**src/rtl/com_valid_rx.sv**
```systemverilog
// Receive-side COM/valid conditioner: acquires symbol lock on a run of COM symbols,
// then strips COM fillers and emits registered data with a per-byte valid strobe.
// Optional received-byte counter is compiled in with `COM_RX_BYTE_COUNT_EN.
module com_valid_rx #(
  parameter logic [7:0]  COM_SYMBOL = 8'hBC,
  parameter int unsigned COM_LOCK   = 4
) (
  input  logic        cclk,
  input  logic        default_values,
  input  logic [7:0]  data_in,
  output logic [7:0]  data_out,
  output logic        valid_out,
`ifdef COM_RX_BYTE_COUNT_EN
  output logic [15:0] byte_count,
`endif
  output logic        active
);

  typedef enum logic [0:0] {
    SEARCH = 1'b0,
    ACTIVE = 1'b1
  } state_t;

  localparam logic [3:0] LOCK_LAST = 4'(COM_LOCK - 1);

  state_t     state_r;
  state_t     state_s;
  logic [3:0] com_run_r;
  logic [3:0] com_run_s;
  logic [7:0] data_s;
  logic       valid_s;
  logic       is_com_s;

  assign is_com_s = (data_in == COM_SYMBOL);
  assign active   = (state_r == ACTIVE);

  // Lock search, COM stripping and next-output selection.
  always_comb begin
    state_s   = state_r;
    com_run_s = com_run_r;
    data_s    = data_out;
    valid_s   = 1'b0;
    case (state_r)
      SEARCH: begin
        if (is_com_s) begin
          if (com_run_r == LOCK_LAST) begin
            state_s   = ACTIVE;
            com_run_s = 4'd0;
          end else begin
            com_run_s = com_run_r + 4'd1;
          end
        end else begin
          com_run_s = 4'd0;
        end
      end
      ACTIVE: begin
        if (is_com_s) begin
          valid_s = 1'b0;
        end else begin
          data_s  = data_in;
          valid_s = 1'b1;
        end
      end
      default: begin
        state_s   = SEARCH;
        com_run_s = 4'd0;
      end
    endcase
  end

  // State, run counter and registered outputs.
  always_ff @(posedge cclk) begin
    if (default_values) begin
      state_r   <= SEARCH;
      com_run_r <= 4'd0;
      data_out  <= 8'h00;
      valid_out <= 1'b0;
    end else begin
      state_r   <= state_s;
      com_run_r <= com_run_s;
      data_out  <= data_s;
      valid_out <= valid_s;
    end
  end

`ifdef COM_RX_BYTE_COUNT_EN
  // Delivered-byte counter; wraps silently at 16 bits.
  always_ff @(posedge cclk) begin
    if (default_values) begin
      byte_count <= 16'h0000;
    end else if (valid_s) begin
      byte_count <= byte_count + 16'h0001;
    end else begin
      byte_count <= byte_count;
    end
  end
`endif

endmodule

```
**config.mk**
```make
export PLATFORM = sky130hd
export DESIGN_NAME = com_valid_rx
export DESIGN_NICKNAME = d
export VERILOG_FILES = /design/src/rtl/com_valid_rx.sv
export SDC_FILE = /design/constraint.sdc
export NUM_CORES = 1
export LEC_CHECK = 0
export CORE_MARGIN = 1
export CORE_UTILIZATION = 40
export DETAILED_ROUTE_END_ITERATION = 12
export HOLD_SLACK_MARGIN = 0.02
export PLACE_DENSITY = 0.79
export SLEW_MARGIN = 10
export SYNTH_ARGS = -nofsm -noshare
export SYNTH_HDL_FRONTEND = slang
export SYNTH_SLANG_ARGS = --single-unit
```
**constraint.sdc**
```tcl
create_clock -name cclk -period 1.2 [get_ports cclk]
set_input_delay 0.12 -clock cclk [delete_from_list [all_inputs] [get_ports cclk]]
set_output_delay 0.12 -clock cclk [all_outputs]
set_load 0.05 [all_outputs]
```
# --- Word level (Yosys, flattened, before mapping) ---
# Cells that the tools add are included.
# W data, S select, Z words.
word_totals:
  register_bits: 14
  input_bits: 10
  out_inout_bits: 10
  elab_cells: 17
op_classes:
  addsub: 1
  n_eq_ne: 2
  mux: 6
  n_bitwise: 2
  reduce_logical: 2
ops:
  columns: ["op", "count"]
  rows:
  - ["$eq A8 B8 Y1 const B", 1]
  - ["$mux W4", 2]
  - ["$add A4 B1 Y4 const B", 1]
  - ["$eq A4 B2 Y1 const B", 1]
  - ["$mux W1", 4]
  - ["$not A1 Y1", 2]
  - ["$reduce_and A2 Y1", 1]
  - ["$reduce_or A2 Y1", 1]

# --- Depth between registers and ports, before layout ---
# Gate-level depths: netlist of run 1.
depth:
  ltp_word: 4
  depth_mapped: 4
  mapped_depth_nobuf: 4

# --- Least setup slack after synthesis of run 1 ---
# No wires, ideal clock.
synth_path:
  path_type: "flip-flop to flip-flop"
  start: "reg state_r (netlist: active)"
  end: "reg data_out[2]"
  setup_ns: 0.095
  arrival_ns: 1.299
  required_time_ns: 1.105
  path_slack_ns: -0.194
  stages_incl_launch_ff: 5
  n_path_buf: 2
  synth_period_minus_slack_ns: 1.394
  path_cell_list: "dfxtp_1 buf_6 buf_2 o41ai_1 a221oi_1"
synth_between:
  elab_chain_len: 1
synth_rtl:
  columns: ["item", "line_no", "rtl"]
  rows:
  - ["start: declaration", "26", "state_t state_r;"]
  - ["start signal: assignment", "79", "state_r <= state_s;"]
  - ["$reduce_and A2 Y1 (no source line)", null, null]
  - ["end signal: assignment", "81", "data_out <= data_s;"]
  - ["end: declaration", "11", "output logic [7:0] data_out,"]
# No other way between the ends.
# A chain may end at the register's enable or synchronous reset.

# --- Worst setup path after layout of run 1 ---
layout_path:
  start: "reg com_run_r[0]"
  end: "reg com_run_r[3]"
layout_between:
  elab_chain_len: 3
  word_cells_on_any_way: 4
  cone_classes: "add/sub: 1; eq/ne: 1; mux: 2"
layout_rtl:
  columns: ["item", "line_no", "rtl"]
  rows:
  - ["start: declaration", "28", "logic [3:0] com_run_r;"]
  - ["start signal: assignment", "80", "com_run_r <= com_run_s;"]
  - ["$add A4 B1 Y4 or $eq A4 B2 Y1 (tied branches)", "50, 46", null]
  - ["$mux W4 (*)", "46", "if (com_run_r == LOCK_LAST) begin"]
  - ["$mux W4 (*)", "45", "if (is_com_s) begin"]
# Mark *: on every way between the ends. The rest lies on a longest branch, timed or not.

==> impl_metrics.toml, run 1 <==
[run_status]
status = "finished, violations left"
failed_checks = "DRC, setup timing"

[floorplanning]
initial_core_util_pct = 44.62
die_area_sq_mm = 0.001910
core_sq_mm = 0.001559
die_w_microns = 43.71
io_pins = 20
row_count = 14
die-height_microns = 43.71

[hold_path]
hold_start = "data_in[6]"
hold_path_class = "primary input to flip-flop"

[placement]
placed_cells = 113
dp_hpwl_microns = 1298
pre_cts_ws_ps = -309.4
place_area_sq_mm = 0.001086
placement.io_buffers = 19
gp_congestion = 0.7993

[sta]
relSlewSlack_pct = 76.92
setup_viol = 4
fin_crit_ps = 1330
worst_slew_pin_slew_ps = 345.5
slew_viol_final = 0
fin_ws_ps = -129.6
rsz0062_at_grt = "yes"
skew_ps = 1.483
finalCritPeriodShare_pct = 110.8
fmax_mhz = 752.1
hold_viol_final = 0

[worst_setup_path]
worst-path-buf-inv = 0
crit_family = "simple AND/OR/NAND/NOR gates"
worstSetupStartpointType = "flip-flop"
required_ps = 1370
cp.arrival_ps = 1500
max_stage_delay_ps = 360
end_kind = "flip-flop"
crit_chain = "ha_4 -> or3b_4 -> nand4_4 -> a2111oi_4"
r2r_start = "com_run_r[0]"
worstPathMaxFanout = 2
cp_slowest_cell = "dfxtp_4"
cp-startpoint = "com_run_r[0]"
path_class = "flip-flop to flip-flop"

[global_routing]
grt_pass1_vias = 676
grt_util_all_layers_pct = 21.16
gr-total-overflow = 0
grt_first_pass_wirelength_microns = 2967
grt_start_max_net_pins = 20
antenna_found_initial = 0

[clock_tree]
ctsRootBufferMaster = "clkbuf_4"
clock_sinks = 14
cts-buffers-inserted = 3
cts_tree = "done"
clk_latency_ps = 270
clkSlewWorstSetupHoldPaths_ps = 80
cts.path.max_buffers = 2
cts_htree_levels = 1

[pwr]
seqPwrFrac_pct = 51.8
powerDensity_mw_per_mm2 = 744.3
power_switching_mw = 0.1902
finalPower_mw = 0.8866
ir_worst_vdd_mv = 0.6432
switching_share_pct = 21.45
clockPowerShare_pct = 37.3
intPower_mw = 0.6964
p_leak_nw = 0.4402
combPwrFrac_pct = 10.8

[routing]
drc = 2
vias_per_cell = 5.849
wl_per_cell_microns = 15.68
antenna_left = 0
vias = 696
drt_iter0_markers = 6
drt_pass1_iterations = 8
wl_microns = 1866

[final_layout]
fillers = 95
areaGrowthSynthToFinish_pct = 71.22
layout_commonest_cell = "buf_4"
nets = 115
n_antenna_cell = 0
drive_above_1_share_pct = 43.69
final_cells = 119
layout_common_cells = "buf_4 (13), dfxtp_1 (11), buf_12 (11)"
stdcell_area_sq_mm = 0.001191

[synth]
synth_warnings = 0
syn_nets = 81
synth_seq_cells = 14
syn_area_per_cell_sq_um = 9.938
synth_seq_area_share_pct = 40.29
syn_area_sq_um = 695.7
synthCells = 70
synth_cell_types = 31

[flow_run]
drv_cap = 0
==> worst min-delay path, delay by kind of cell <==
family / cells / cell delay (ps)
AOI/OAI and AO/OA: 1 / 90
buffers and inverters: 2 / 230
==> kinds of logic (layout without fill, tap and decap cells) <==
kind of cell	after synthesis	count (layout)	synth area share (%)
AO/OA/AOI/OAI	22	22	26.26
AND/OR/NAND/NOR	19	19	20.87
flip-flops	14	14	40.29
buffers and inverters	13	46	9.351
adder cells (fa/ha/maj)	1	1	1.798
multiplexers	1	1	1.439
==> timing repair <==
action | in CTS | in global routing
setup buffers | 2 | 0
pin swaps | 1 | 0
endpoints found under the setup margin | 4 | 6
resized for setup | 5 | 4
hold buffers | 0 | 0
==> power groups by stage <==
stage / clock network [mW] / registers [mW] / logic (mW)
5_1_grt: 0.377 / 0.460 / 0.103
4_1_cts: 0.341 / 0.460 / 0.0917
2_1_floorplan: 0 / 0.473 / 0.0222
3_5_place_dp: 0 / 0.473 / 0.0891
6_report: 0.331 / 0.460 / 0.0958
3_3_place_gp: 0 / 0.473 / 0.0871
==> metrics by stage <==
step / hold WS (ps) / setup TNS [ps] / utilization [%]
global route: 221.4 / -270.6 / 76.40
global placement: 472.0 / -2382 / 69.66
detailed placement: 502.9 / -3015 / 69.66
floorplan: 184.3 / -18.18 / -
finish: 214.9 / -194.4 / 76.40
CTS: 463.0 / -74.02 / 74.88
==> state kept, by name, summed over array words and instances, names as in the netlist <==
name       cells
active         1
valid_out      1
data_out       8
com_run_r      4
==> area by class of cell <==
class | count | area, sq um | area share (%)
repair buffers | 33 | 410.4 | 34.45
multi-input cells | 43 | 401.6 | 33.72
flip-flops and latches | 14 | 289.0 | 24.26
clock buffers | 4 | 36.28 | 3.046
inverters | 9 | 33.78 | 2.836
well taps | 16 | 20.02 | 1.681
==> worst paths after layout <==
check	end	cells past startpoint	slack, ps
hold reg to reg	data_out[2]	2	510
setup / recovery	com_run_r[3]	4	-130
setup reg to reg	com_run_r[3]	4	-130
hold / removal	data_out[6]	3	210
==> cells in the mapped netlist <==
master | count | area share, %
dfxtp_1 | 14 | 40
o221a_2 | 2 | 3.2
nor3b_1 | 1 | 1.1
ha_1 | 1 | 1.8
nand2_1 | 3 | 1.6
nand2_2 | 1 | 0.90
or3b_4 | 1 | 1.6
a221oi_1 | 2 | 2.5
a31oi_1 | 3 | 2.7
nand3_1 | 2 | 1.4
o31ai_1 | 1 | 1.1
a2111oi_4 | 1 | 4.0
nor2b_1 | 1 | 0.90
and4bb_1 | 1 | 1.8
nand2b_1 | 1 | 0.90
nand4_1 | 1 | 0.90
mux2i_1 | 1 | 1.4
nand4_4 | 1 | 3.1
nand4b_1 | 1 | 1.3
buf_6 | 2 | 3.2
a21oi_1 | 6 | 4.3
nor4bb_1 | 1 | 1.4
buf_2 | 1 | 0.72
nor3_1 | 2 | 1.4
and3_1 | 1 | 0.90
clkbuf_1 | 1 | 0.54
a211oi_1 | 2 | 2.2
o41ai_1 | 2 | 2.5
inv_1 | 9 | 4.9
a311oi_1 | 3 | 3.8
and4b_2 | 1 | 1.6
==> metal layers <==
metal	up-vias	GRT usage, %	wire length (microns)
met2	25	37.31	962
met5	-	0	0
li1	334	-	-
met4	0	11.25	35
met1	333	24.74	783
met3	4	2.500	84
Note: power is estimated with default switching activity, not from simulation.
==> run 2: changes to the inputs <==
--- a/config.mk
+++ b/config.mk
@@ -7,10 +7,11 @@
 export LEC_CHECK = 0
 export CORE_MARGIN = 1
 export CORE_UTILIZATION = 40
+export CTS_CLUSTER_DIAMETER = 40
 export DETAILED_ROUTE_END_ITERATION = 12
 export HOLD_SLACK_MARGIN = 0.02
 export PLACE_DENSITY = 0.79
-export SLEW_MARGIN = 10
+export SLEW_MARGIN = 25
 export SYNTH_ARGS = -nofsm -noshare
 export SYNTH_HDL_FRONTEND = slang
 export SYNTH_SLANG_ARGS = --single-unit
==> results of run 2 <==
The final DEF is identical to that of run 1; final timing and power are the same.
